--- src/rtl/vga_frame_reader_pkg.sv ---
// Shared definitions for the VGA framebuffer reader: default 640x480@60 timing,
// cell colour encodings and RGB bit positions.
package vga_frame_reader_pkg;

    // Default 640x480@60 Hz timing, one pixel per clock
    localparam int unsigned H_VISIBLE_DEF = 640;
    localparam int unsigned H_FRONT_DEF   = 16;
    localparam int unsigned H_SYNC_DEF    = 96;
    localparam int unsigned H_BACK_DEF    = 48;
    localparam int unsigned V_VISIBLE_DEF = 480;
    localparam int unsigned V_FRONT_DEF   = 10;
    localparam int unsigned V_SYNC_DEF    = 2;
    localparam int unsigned V_BACK_DEF    = 33;

    // Cell colour encodings as stored in the framebuffer
    localparam logic [2:0] COLOR_BLACK   = 3'b000;
    localparam logic [2:0] COLOR_BLUE    = 3'b001;
    localparam logic [2:0] COLOR_GREEN   = 3'b010;
    localparam logic [2:0] COLOR_RED     = 3'b100;
    localparam logic [2:0] COLOR_MAGENTA = 3'b101;

    // Bit positions of each gun inside a cell colour
    localparam int unsigned RGB_R_BIT = 2;
    localparam int unsigned RGB_G_BIT = 1;
    localparam int unsigned RGB_B_BIT = 0;

    // Sideband flags that travel alongside the pixel through the pipeline
    typedef struct packed {
        logic hs_n;
        logic vs_n;
        logic visible;
        logic frame_start;
    } pipe_flags_t;

    localparam pipe_flags_t FLAGS_IDLE = '{hs_n: 1'b1, vs_n: 1'b1, visible: 1'b0,
                                           frame_start: 1'b0};

    // Counter width able to hold 0..n-1
    function automatic int unsigned cnt_width(input int unsigned n);
        return (n <= 1) ? 1 : $clog2(n);
    endfunction

endpackage

--- src/rtl/vga_frame_reader_if.sv ---
// Framebuffer read port: registered address out, cell colour back one clock later.
interface vga_frame_reader_if #(
    parameter int unsigned ADDR_BITS = 12
);
    logic [ADDR_BITS-1:0] oReadAddress;
    logic [2:0]           iReadData;

    modport master (
        output oReadAddress,
        input  iReadData
    );

    modport slave (
        input  oReadAddress,
        output iReadData
    );
endinterface

--- src/rtl/vga_timing_counter.sv ---
// One axis of VGA timing: free-running count with decoded sync level,
// visible flag and a wrap pulse for cascading into the next axis.
module vga_timing_counter #(
    parameter int unsigned TOTAL      = 800,
    parameter int unsigned VISIBLE    = 640,
    parameter int unsigned SYNC_START = 656,
    parameter int unsigned SYNC_END   = 752,
    parameter int unsigned WIDTH      = 10
) (
    input  logic             clk_i,
    input  logic             rst_ni,
    input  logic             en_i,
    output logic [WIDTH-1:0] count_o,
    output logic             sync_n_o,
    output logic             visible_o,
    output logic             wrap_o
);

    logic [WIDTH-1:0] count_q, count_d;
    logic             at_last;

    // Next count plus phase decode of the current count
    always_comb begin
        at_last   = (count_q == WIDTH'(TOTAL - 1));
        wrap_o    = en_i && at_last;
        count_d   = count_q;
        if (en_i) begin
            count_d = at_last ? '0 : count_q + 1'b1;
        end
        sync_n_o  = !((count_q >= WIDTH'(SYNC_START)) && (count_q < WIDTH'(SYNC_END)));
        visible_o = (count_q < WIDTH'(VISIBLE));
        count_o   = count_q;
    end

    // Count register
    always_ff @(posedge clk_i or negedge rst_ni) begin
        if (!rst_ni) begin
            count_q <= '0;
        end else begin
            count_q <= count_d;
        end
    end

endmodule

--- src/rtl/vga_frame_reader.sv ---
// Scans the cell framebuffer in raster order, enlarging each cell to a
// CELL_SIZE x CELL_SIZE block, and drives 640x480@60 VGA pins through a
// two-stage pipeline (address, then data + delayed sync/visible).
module vga_frame_reader
    import vga_frame_reader_pkg::*;
#(
    parameter int unsigned H_VISIBLE = H_VISIBLE_DEF,
    parameter int unsigned H_FRONT   = H_FRONT_DEF,
    parameter int unsigned H_SYNC    = H_SYNC_DEF,
    parameter int unsigned H_BACK    = H_BACK_DEF,
    parameter int unsigned V_VISIBLE = V_VISIBLE_DEF,
    parameter int unsigned V_FRONT   = V_FRONT_DEF,
    parameter int unsigned V_SYNC    = V_SYNC_DEF,
    parameter int unsigned V_BACK    = V_BACK_DEF,
    parameter int unsigned CELL_SIZE = 10,
    parameter int unsigned COL_BITS  = 6,
    parameter int unsigned ROW_BITS  = 6
) (
    input  logic                      Clock,
    input  logic                      Reset,
    vga_frame_reader_if.master        fb_io,
    output logic                      oVGA_R,
    output logic                      oVGA_G,
    output logic                      oVGA_B,
    output logic                      oVGA_HS,
    output logic                      oVGA_VS,
    output logic                      oFrameStart
);

    localparam int unsigned H_TOTAL = H_VISIBLE + H_FRONT + H_SYNC + H_BACK;
    localparam int unsigned V_TOTAL = V_VISIBLE + V_FRONT + V_SYNC + V_BACK;
    localparam int unsigned H_W     = cnt_width(H_TOTAL);
    localparam int unsigned V_W     = cnt_width(V_TOTAL);
    localparam int unsigned SUB_W   = cnt_width(CELL_SIZE);

    logic [H_W-1:0] h_count;
    logic [V_W-1:0] v_count;
    logic           h_sync_n, h_vis, h_wrap;
    logic           v_sync_n, v_vis, v_wrap;

    vga_timing_counter #(
        .TOTAL      (H_TOTAL),
        .VISIBLE    (H_VISIBLE),
        .SYNC_START (H_VISIBLE + H_FRONT),
        .SYNC_END   (H_VISIBLE + H_FRONT + H_SYNC),
        .WIDTH      (H_W)
    ) u_h_counter (
        .clk_i     (Clock),
        .rst_ni    (Reset),
        .en_i      (1'b1),
        .count_o   (h_count),
        .sync_n_o  (h_sync_n),
        .visible_o (h_vis),
        .wrap_o    (h_wrap)
    );

    vga_timing_counter #(
        .TOTAL      (V_TOTAL),
        .VISIBLE    (V_VISIBLE),
        .SYNC_START (V_VISIBLE + V_FRONT),
        .SYNC_END   (V_VISIBLE + V_FRONT + V_SYNC),
        .WIDTH      (V_W)
    ) u_v_counter (
        .clk_i     (Clock),
        .rst_ni    (Reset),
        .en_i      (h_wrap),
        .count_o   (v_count),
        .sync_n_o  (v_sync_n),
        .visible_o (v_vis),
        .wrap_o    (v_wrap)
    );

    logic [SUB_W-1:0]    hsub_q, hsub_d, vsub_q, vsub_d;
    logic [COL_BITS-1:0] col_q, col_d;
    logic [ROW_BITS-1:0] row_q, row_d;

    // Cell sub-counters: step col every CELL_SIZE visible pixels, row every
    // CELL_SIZE visible lines; line end clears the column side, frame end all
    always_comb begin
        hsub_d = hsub_q;
        col_d  = col_q;
        vsub_d = vsub_q;
        row_d  = row_q;
        if (h_wrap) begin
            hsub_d = '0;
            col_d  = '0;
        end else if (h_vis) begin
            if (hsub_q == SUB_W'(CELL_SIZE - 1)) begin
                hsub_d = '0;
                col_d  = col_q + 1'b1;
            end else begin
                hsub_d = hsub_q + 1'b1;
            end
        end
        if (v_wrap) begin
            vsub_d = '0;
            row_d  = '0;
        end else if (h_wrap && v_vis) begin
            if (vsub_q == SUB_W'(CELL_SIZE - 1)) begin
                vsub_d = '0;
                row_d  = row_q + 1'b1;
            end else begin
                vsub_d = vsub_q + 1'b1;
            end
        end
    end

    // Cell sub-counter registers
    always_ff @(posedge Clock or negedge Reset) begin
        if (!Reset) begin
            hsub_q <= '0;
            col_q  <= '0;
            vsub_q <= '0;
            row_q  <= '0;
        end else begin
            hsub_q <= hsub_d;
            col_q  <= col_d;
            vsub_q <= vsub_d;
            row_q  <= row_d;
        end
    end

    pipe_flags_t                  flags_s0, flags_s1_q, flags_s2_q;
    logic [ROW_BITS+COL_BITS-1:0] addr_q;
    logic [2:0]                   rgb_q;

    // Flags for the pixel currently addressed by the counters
    always_comb begin
        flags_s0.hs_n        = h_sync_n;
        flags_s0.vs_n        = v_sync_n;
        flags_s0.visible     = h_vis && v_vis;
        flags_s0.frame_start = (h_count == '0) && (v_count == '0);
    end

    // Stage 1: read address (held through blanking) and flags
    always_ff @(posedge Clock or negedge Reset) begin
        if (!Reset) begin
            addr_q     <= '0;
            flags_s1_q <= FLAGS_IDLE;
        end else begin
            if (flags_s0.visible) begin
                addr_q <= {row_q, col_q};
            end
            flags_s1_q <= flags_s0;
        end
    end

    // Stage 2: capture RAM colour, blanked outside the visible region
    always_ff @(posedge Clock or negedge Reset) begin
        if (!Reset) begin
            rgb_q      <= COLOR_BLACK;
            flags_s2_q <= FLAGS_IDLE;
        end else begin
            rgb_q      <= flags_s1_q.visible ? fb_io.iReadData : COLOR_BLACK;
            flags_s2_q <= flags_s1_q;
        end
    end

    assign fb_io.oReadAddress = addr_q;
    assign oVGA_R             = rgb_q[RGB_R_BIT];
    assign oVGA_G             = rgb_q[RGB_G_BIT];
    assign oVGA_B             = rgb_q[RGB_B_BIT];
    assign oVGA_HS            = flags_s2_q.hs_n;
    assign oVGA_VS            = flags_s2_q.vs_n;
    assign oFrameStart        = flags_s2_q.frame_start;

endmodule

--- src/flat_wrapper.sv ---
// flat-port wrapper written by rule: the top's interface ports become plain ports
module vga_frame_reader_flat import vga_frame_reader_pkg::*;
#(
    parameter int unsigned H_VISIBLE = H_VISIBLE_DEF,
    parameter int unsigned H_FRONT   = H_FRONT_DEF,
    parameter int unsigned H_SYNC    = H_SYNC_DEF,
    parameter int unsigned H_BACK    = H_BACK_DEF,
    parameter int unsigned V_VISIBLE = V_VISIBLE_DEF,
    parameter int unsigned V_FRONT   = V_FRONT_DEF,
    parameter int unsigned V_SYNC    = V_SYNC_DEF,
    parameter int unsigned V_BACK    = V_BACK_DEF,
    parameter int unsigned CELL_SIZE = 10,
    parameter int unsigned COL_BITS  = 6,
    parameter int unsigned ROW_BITS  = 6
)
  (Clock, Reset, oVGA_R, oVGA_G, oVGA_B, oVGA_HS, oVGA_VS, oFrameStart, fb_io_oReadAddress, fb_io_iReadData);
  vga_frame_reader_if #(.ADDR_BITS(12)) fb_io_i ();
  input  logic Clock;
  input  logic Reset;
  output logic oVGA_R;
  output logic oVGA_G;
  output logic oVGA_B;
  output logic oVGA_HS;
  output logic oVGA_VS;
  output logic oFrameStart;
  output wire logic [$bits(fb_io_i.oReadAddress)-1:0] fb_io_oReadAddress;
  input wire logic [$bits(fb_io_i.iReadData)-1:0] fb_io_iReadData;
  assign fb_io_oReadAddress = fb_io_i.oReadAddress;
  assign fb_io_i.iReadData = fb_io_iReadData;
  vga_frame_reader #(.H_VISIBLE(H_VISIBLE), .H_FRONT(H_FRONT), .H_SYNC(H_SYNC), .H_BACK(H_BACK), .V_VISIBLE(V_VISIBLE), .V_FRONT(V_FRONT), .V_SYNC(V_SYNC), .V_BACK(V_BACK), .CELL_SIZE(CELL_SIZE), .COL_BITS(COL_BITS), .ROW_BITS(ROW_BITS)) u_core (.Clock(Clock), .Reset(Reset), .fb_io(fb_io_i), .oVGA_R(oVGA_R), .oVGA_G(oVGA_G), .oVGA_B(oVGA_B), .oVGA_HS(oVGA_HS), .oVGA_VS(oVGA_VS), .oFrameStart(oFrameStart));
endmodule
--- config.mk ---
export PLATFORM = sky130hd
export DESIGN_NAME = vga_frame_reader_flat
export DESIGN_NICKNAME = d
export VERILOG_FILES = /design/src/rtl/vga_frame_reader_pkg.sv /design/src/rtl/vga_frame_reader_if.sv /design/src/rtl/vga_timing_counter.sv /design/src/rtl/vga_frame_reader.sv /design/src/flat_wrapper.sv
export SDC_FILE = /design/constraint.sdc
export NUM_CORES = 1
export LEC_CHECK = 0
export CAP_MARGIN = 0
export CORE_ASPECT_RATIO = 0.7
export CORE_MARGIN = 2
export CORE_UTILIZATION = 30
export DETAILED_ROUTE_END_ITERATION = 16
export GPL_ROUTABILITY_DRIVEN = 1
export PLACE_DENSITY = 0.44
export SLEW_MARGIN = 20
export SYNTH_ARGS = -nofsm -noshare
export SYNTH_HDL_FRONTEND = slang
export SYNTH_SLANG_ARGS = --single-unit
--- constraint.sdc ---
create_clock -name Clock -period 1.9 [get_ports Clock]
set_input_delay 0.38 -clock Clock [delete_from_list [all_inputs] [get_ports Clock]]
set_output_delay 0.38 -clock Clock [all_outputs]
set_load 0.02 [all_outputs]
-- Yosys cells after proc, flatten, opt, wreduce, memory -nomap -nowiden
Index checks and enable logic that the tools add are counted.
- output and inout port bits: 18
- logic and storage cells: 62
- bits in registers: 62
- bits of input ports: 5
- add/subtract/negate cells: 6
- reduce and logical (&&, ||, !) cells: 16
- mux-type cells: 15
- equal/unequal tests: 4
- order comparisons: 6
- operator list (operator ; number):
    6-bit 2-to-1 mux ; 6
    4-bit 2-to-1 mux ; 6
    10-bit by 1-bit adder with 10-bit output (second input constant) ; 2
    10-bit == test (second input constant) ; 2
    10-bit zero test ; 2
    10-bit < comparator (second input constant) ; 2
    10-bit by 9-bit < comparator with 1-bit output (second input constant) ; 2
    10-bit 2-to-1 mux ; 2
    6-bit by 1-bit adder with 6-bit output (second input constant) ; 2
    10-bit >= comparator (second input constant) ; 1
    10-bit by 9-bit >= comparator with 1-bit output (second input constant) ; 1
    4-bit by 1-bit adder with 4-bit output (second input constant) ; 2
    4-bit == test (second input constant) ; 2
    2-bit nonzero test ; 4
    1-bit logical AND ; 6
    2-bit AND reduction ; 2
    3-bit 2-to-1 mux ; 1
    1-bit zero test ; 2

-- Longest topological paths before layout
Gate-level depths: netlist (run 1).
- depth after elaboration: 4
- gate-level depth with buffers: 7
- mapped depth without buffers: 6

-- Hierarchy
Synthesis (run 1) repeated with hierarchy kept, for this count alone.
- cell total of the unflattened synthesis: 285
- area total of the unflattened synthesis: 3049.2 µm²
- modules (own cells, without submodules) (module ; area each (µm²) ; seq. area each (µm²) ; cells each ; times used):
    vga_frame_reader ; 1880.6 ; 1056.0 ; 164 ; 1
    vga_timing_counter at u_core.u_v_counter ; 590.6 ; 250.2 ; 62 ; 1
    vga_timing_counter at u_core.u_h_counter ; 578.1 ; 250.2 ; 59 ; 1

-- Least setup slack after synthesis (run 1)
OpenSTA, ideal clock, no wires.
- kind: flip-flop to flip-flop
- start point: reg u_core.u_h_counter.count_q[0] (netlist: u_core.u_h_counter.count_o[0])
- end point: reg u_core.vsub_q[3]
- period minus slack after synthesis: 1.656 ns
- setup slack: 0.244 ns
- arrival time: 1.538 ns
- cell stages (with the launch flop): 8
- setup time: 0.119 ns
- cells stage by stage: dfrtp_1 > ha_1 > and4_4 > and3_1 > buf_2 > buf_4 > o21ai_0 > a21bo_1
- longest elaborated chain between the ends: 3
- elaborated cells on any way between the ends: 5
- classes of those cells: eq/ne (1); mux (1); reduce/logical (3)
- ends and longest elaborated chain (element ; line ; RTL):
    from (decl) ; vga_timing_counter.sv:19 ; logic [WIDTH-1:0] count_q, count_d;
    from (signal assigned) ; vga_timing_counter.sv:40 ; count_q <= count_d;
    10-bit == test (*) ; vga_timing_counter.sv:24 ; at_last = (count_q == WIDTH'(TOTAL - 1));
    1-bit logical AND, on equally long branches ; vga_timing_counter.sv:25, vga_frame_reader.sv:98 ;
    4-bit 2-to-1 mux or 2-bit nonzero test (tied branches) ; - ;
    to (signal assigned) ; vga_frame_reader.sv:118 ; vsub_q <= vsub_d;
    to (decl) ; vga_frame_reader.sv:73 ; logic [SUB_W-1:0] hsub_q, hsub_d, vsub_q, vsub_d;
Every way passes the cells marked *; elsewhere a longest branch is shown, timed or not.
A chain may end at the register's enable or synchronous reset.

-- Final worst setup path (run 1)
- start point: reg u_core.flags_s2_q (netlist bit u_core.oVGA_VS)
- end point: out oVGA_VS
- RTL lines (element ; line ; RTL):
    from (decl) ; vga_frame_reader.sv:123 ; pipe_flags_t flags_s0, flags_s1_q, flags_s2_q;
    from (signal assigned) ; vga_frame_reader.sv:155 ; flags_s2_q <= flags_s1_q;
    to (decl) ; flat_wrapper.sv:24 ; output logic oVGA_VS;
No word-level cell between the ends.

==> run metrics, run 1 <==
status=finished clean; Final Max Tran Viols=0; GR Layer Usage met1=20.0%; Setup Skew=0.00576 ns; number of global-route vias before repair=2080; Placer Congestion=0.815; Clock Latency Late Sink=0.33 ns; crit share post-route=96.4%; Post-layout nets=336; Synth-to-Final Area Change=30.9%; post-layout instance area=0.00383 mm2; Buf/Inv on CP=1; die height=86.7 um; FF+latch count, synth=62; initial core utilization=30.5%; Final Critical Period=1.83 ns; n_diodes=0; row cnt=30; largest net degree at the start of global routing=27; leak pwr=0.00173 uW; CP Capture Type=output pin; sequential share of the synthesized area=53.2%; Die ar.=0.0106 mm2; met3 usage=4.61%; TritonCTS Buffers=9; CTS clk-pin slew, worst paths=0.05 ns; peak per-stage delay on the critical path=0.59 ns; RSZ-0062 raised after global routing=false; Final ANT Viol Nets=0; ratio of total power to cell area=825 mW/mm2; Synth Net Count=282; layout cells sized above 1=19.8%; layer with the highest usage=met1; maximum operating frequency=546 MHz; Setup violations, final=0; Max Root-Sink Buffers=2; die width=122 um; first-pass GRT wire length=10800 um; pin slew with the least headroom to its limit=0.495 ns; fillcell total=975; Post-synth EDFFs=0; final hold violations=0; ys async rst share=100%; yosys warns=0; Syn Inst Count=266; wire per inst=14.1 um; crit path DAT=1.45 ns; Worst EP required=1.52 ns; Hold WC Path Type=input pin to asynchronous set/reset pin; Top FF cell, synth=dfrtp_1; total number of vias=2173; Synth top area share=49.6%; Crit path max-delay family=buffers and inverters; Max Cap Viol=0; Design Power=3160 uW; CTS sink cnt=62; violation count after the first detailed-route iteration=164; CP max-delay cell=clkdlybuf4s50_1; CP Max Fanout=1; VDD IR max=0.000563 V; critical path class=flip-flop to output pin; CTS tree=done; postcts setup bufs=0; Synth cell types=50; synth top area cells=dfrtp_1 50%, ha_1 4.7%, dfstp_2 3.6%; leading cell type in the layout, fill and taps excluded=dfrtp_1; GRT Residual Overflow=0; final WL=6380 um; Placement Cell Area=0.00349 mm2; Synth area leader=dfrtp_1; antenna violations before repair=0; via/cell ratio=4.81; Crit path depth=1; Overall Global Routing Usage=13.5%; syn_area_per_cell=11.0 um2; area of the mapped netlist=0.00293 mm2; post-route setup TNS=0 ns; PortBufs=22; worst hold margin=0.0125 ns; slew margin rel.=67.0%; clk root buf=clkbuf_16; GR Layer Usage met2=17.4%; DRC viols=0; drt first pass iters=4; Core ar.=0.00961 mm2; post-DP HPWL=4550 um; CP startpoint kind=flip-flop; worst path cell trace=clkdlybuf4s50_1; htree depth=3; commonest cells after routing, fill and taps aside=58 x dfrtp_1, 29 x buf_4, 21 x clkdlybuf4s50_1; boundary pin count=23; Register-to-Register Path Depth=5
area by class of cell:
type / count / area [um2] / area share, %
Sequential cell: 62 / 1560 / 40.6
Inverter: 9 / 33.8 / 0.881
Timing Repair Buffer: 52 / 453 / 11.8
Multi-Input combinational cell: 186 / 1310 / 34.1
Tap cell: 128 / 160 / 4.18
Clock inverter: 3 / 67.6 / 1.76
Clock buffer: 12 / 256 / 6.69
logic make-up after synthesis:
logic type               count (synthesis)  synth area share, %
AO/OA/AOI/OAI                           43                 9.70
XOR/XNOR                                15                 4.49
adder cells (fa/ha/maj)                 11                 4.70
buffers and inverters                   18                 2.78
flip-flops                              62                 53.2
multiplexers                            13                 4.91
AND/OR/NAND/NOR                        104                 20.3
metal layers:
metal	vias to the layer above	share of wire, %
li1	1076	-
met1	1036	55
met2	47	38
met3	14	5.0
met4	0	2.2
met5	-	0
sequential cells by signal (all words and copies together) (netlist names), 3 cells and up:
| register | cells |
|---|---|
| u_core.col_q | 6 |
| u_core.u_h_counter.count_o | 10 |
| u_core.vsub_q | 4 |
| u_core.flags_s1_q | 4 |
| u_core.rgb_q | 3 |
| u_core.row_q | 6 |
| u_core.fb_io.oReadAddress | 12 |
| u_core.u_v_counter.count_o | 10 |
| u_core.hsub_q | 4 |
per-stage QoR:
stage,std cells,utilization [%],worst slack (ns)
detailed placement,437,36.4,0.0250
floorplan,266,-,0.244
finish,452,39.9,0.0680
CTS,452,39.7,0.00430
global route,452,39.9,0.0172
global placement,437,36.4,0.0852
synthesized netlist by cell type, drive strengths merged (4+ instances only):
cell type and count:
buf 7, dfrtp 58, a22o 4, nor4 5
mux2 11, nor3 8, a21oi 10, xnor2 8
nor2 18, nand4 9, and2 5, inv 9
and3 8, nand3 14, ha 11, nand2 16
o21ai 13, xor2 7, dfstp 4
path summary, 6_finish.rpt:
kind                                               start                           end  slack, ns
setup / recovery                          u_core.oVGA_VS                       oVGA_VS       0.07
hold / removal                                     Reset  u_core.fb_io.oReadAddress[3]       0.01
setup reg to reg           u_core.u_h_counter.count_o[0]              u_core.vsub_q[2]       0.12
hold reg to reg                     u_core.flags_s1_q[3]                u_core.oVGA_HS       0.35
max in group asynchronous                          Reset          u_core.flags_s1_q[3]       1.22
min in group Clock                  u_core.flags_s1_q[3]                u_core.oVGA_HS       0.35
repair_timing:
action                     CTS  global route
gates resized for setup      0             5
hold buffers                 0             0
setup endpoints to repair    0            15
hold endpoints to repair     0             0
power breakdown:
group          total (uW)  internal, uW  switching (uW)
Sequential           1330          1330           0.723
Clock                1780          1210             572
Combinational        53.5          19.7            33.7
No activity file was read; power rests on OpenSTA's default activity.
==> run 2: changes to the inputs <==
Settings changed: CTS_CLUSTER_DIAMETER from default to 30, RECOVER_POWER from default to 25.
==> run 2 against run 1 <==
Power decreased by 0.20%. Die area unchanged. Clock-buffer cell count unchanged. Via count decreased by 0.32%. Combinational power decreased by 9.7%. First-iteration DRC count decreased by 4.3%. Clock power about the same. Setup slack improved by 0.00064 ns. Largest cell class unchanged. Highest routed layer unchanged.
==> run metrics, run 2 (synthesized netlist as in run 1, its figures left out) <==
status=finished clean; Design Power=3160 uW (-0.20%); CP Capture Type=output pin; wire per inst=14.0 um (-0.85%); Final Critical Period=1.83 ns (-0.000644 ns); CP max-delay cell=clkdlybuf4s50_1; maximum operating frequency=546 MHz (about the same); GRT Residual Overflow=0 (unchanged); Setup violations, final=0 (unchanged); reg2reg start=u_core.u_h_counter.count_o[0]; Post-layout nets=336 (unchanged); r2r setup slk=0.12 ns (about the same); Overall Global Routing Usage=13.5% (unchanged); fillcell total=980 (+0.51%); post-DP HPWL=4550 um (unchanged); PortBufs=22 (unchanged); antenna violations before repair=0 (unchanged); Register-to-Register Path Depth=5 (unchanged); Die ar.=0.0106 mm2 (unchanged); TritonCTS Buffers=9 (unchanged); Buf/Inv on CP=1 (unchanged); final WL=6330 um (-0.85%); ratio of total power to cell area=828 mW/mm2 (+0.32%); hold buffer count at CTS=0 (unchanged); Synth-to-Final Area Change=30.2%; peak per-stage delay on the critical path=0.59 ns (about the same); commonest cells after routing, fill and taps aside=58 x dfrtp_1, 28 x buf_4, 21 x clkdlybuf4s50_1; row cnt=30 (unchanged); Post-CTS Resized=0 (unchanged); CP startpoint kind=flip-flop; DRC viols=0 (unchanged); violation count after the first detailed-route iteration=157 (-4.3%); pin slew with the least headroom to its limit=1.11 ns (+0.613 ns); Worst EP required=1.52 ns (about the same); leak pwr=0.00172 uW (-0.67%); number of global-route vias before repair=2080 (unchanged); clk root buf=clkbuf_16; initial core utilization=30.5% (unchanged); crit share post-route=96.4% (about the same); critical path class=flip-flop to output pin; RSZ-0062 raised after global routing=false; slew margin rel.=26.1% (-41 points); crit path DAT=1.45 ns (about the same); post-route setup TNS=0 ns (unchanged); CTS tree=done; total number of vias=2166 (-0.32%); register area=0.00156 mm2 (unchanged); Setup Skew=0.00573 ns (-0.0000287 ns); VDD IR max=0.000563 V (about the same); postcts setup bufs=0 (unchanged); Max Root-Sink Buffers=2 (unchanged); post-route setup slack=0.0687 ns (+0.000644 ns); boundary pin count=23 (unchanged); CTS clk-pin slew, worst paths=0.05 ns (about the same); fin util=39.7% (-0.21 points); CTS sink cnt=62 (unchanged); layout cells sized above 1=19.1% (-0.62 points); Crit path max-delay family=buffers and inverters; die height=86.7 um (unchanged); Core ar.=0.00961 mm2 (unchanged); die width=122 um (unchanged); Placer Congestion=0.815 (unchanged); first-pass GRT wire length=10800 um (unchanged); Max Cap Viol=0 (unchanged); Clock Latency Late Sink=0.33 ns (about the same); worst path cell trace=clkdlybuf4s50_1; final hold violations=0 (unchanged); leading cell type in the layout, fill and taps excluded=dfrtp_1; Final ANT Viol Nets=0 (unchanged); largest net degree at the start of global routing=27 (unchanged); CP Max Fanout=1 (unchanged); dpl ws=0.0250 ns (unchanged); reg2reg end=u_core.vsub_q[2]; worst hold margin=0.241 ns (+0.229 ns); multi-input logic area=0.00131 mm2 (unchanged); n_diodes=0 (unchanged); Largest register FFs=12 (unchanged); Hold WC Path Type=input pin to asynchronous set/reset pin; via/cell ratio=4.79 (-0.32%); Final Max Tran Viols=0 (unchanged); htree depth=3 (unchanged); drt first pass iters=4 (unchanged)
-- run 2: where the power goes --
group	switching, uW	internal, uW	total [uW]
clock	571	1210	1780
combinational	33.1	15.2	48.3
sequential	0.723	1330	1330
total	604	2550	3160
-- run 2: layer usage --
metal	global-route usage, %	up-vias	wire [um]
met5	0	-	0
met4	5.96	0	142
met2	17.4	44	2390
li1	-	1080	-
met1	20.0	1028	3470
met3	4.61	14	325
-- run 2: worst max-delay path by stage --
stage | cells after the start | endpoint | startpoint
2_1_floorplan | 7 | u_core.vsub_q[3] | u_core.u_h_counter.count_o[0]
3_3_place_gp | 7 | u_core.row_q[2] | u_core.u_v_counter.count_o[0]
3_5_place_dp | 6 | u_core.u_v_counter.count_o[0] | u_core.u_v_counter.count_o[0]
6_report | 1 | oVGA_VS | u_core.oVGA_VS
5_1_grt | 5 | u_core.vsub_q[2] | u_core.u_h_counter.count_o[0]
4_1_cts | 6 | u_core.u_v_counter.count_o[0] | u_core.u_v_counter.count_o[0]
-- run 2: metrics by stage --
stage | std cells | cell area [um2]
2_1_floorplan | 266 | 2930
3_3_place_gp | 437 | 3490
3_5_place_dp | 437 | 3490
4_1_cts | 452 | 3820
5_1_grt | 452 | 3810
6_report | 452 | 3810
-- run 2: final cells by class --
type / count / area share, %
well taps: 128 / 4.20
repair buffers: 52 / 11.4
clock buffers: 12 / 6.73
inverters: 9 / 0.886
multi-input cells: 186 / 34.2
flip-flops and latches: 62 / 40.8
clock inverters: 3 / 1.77
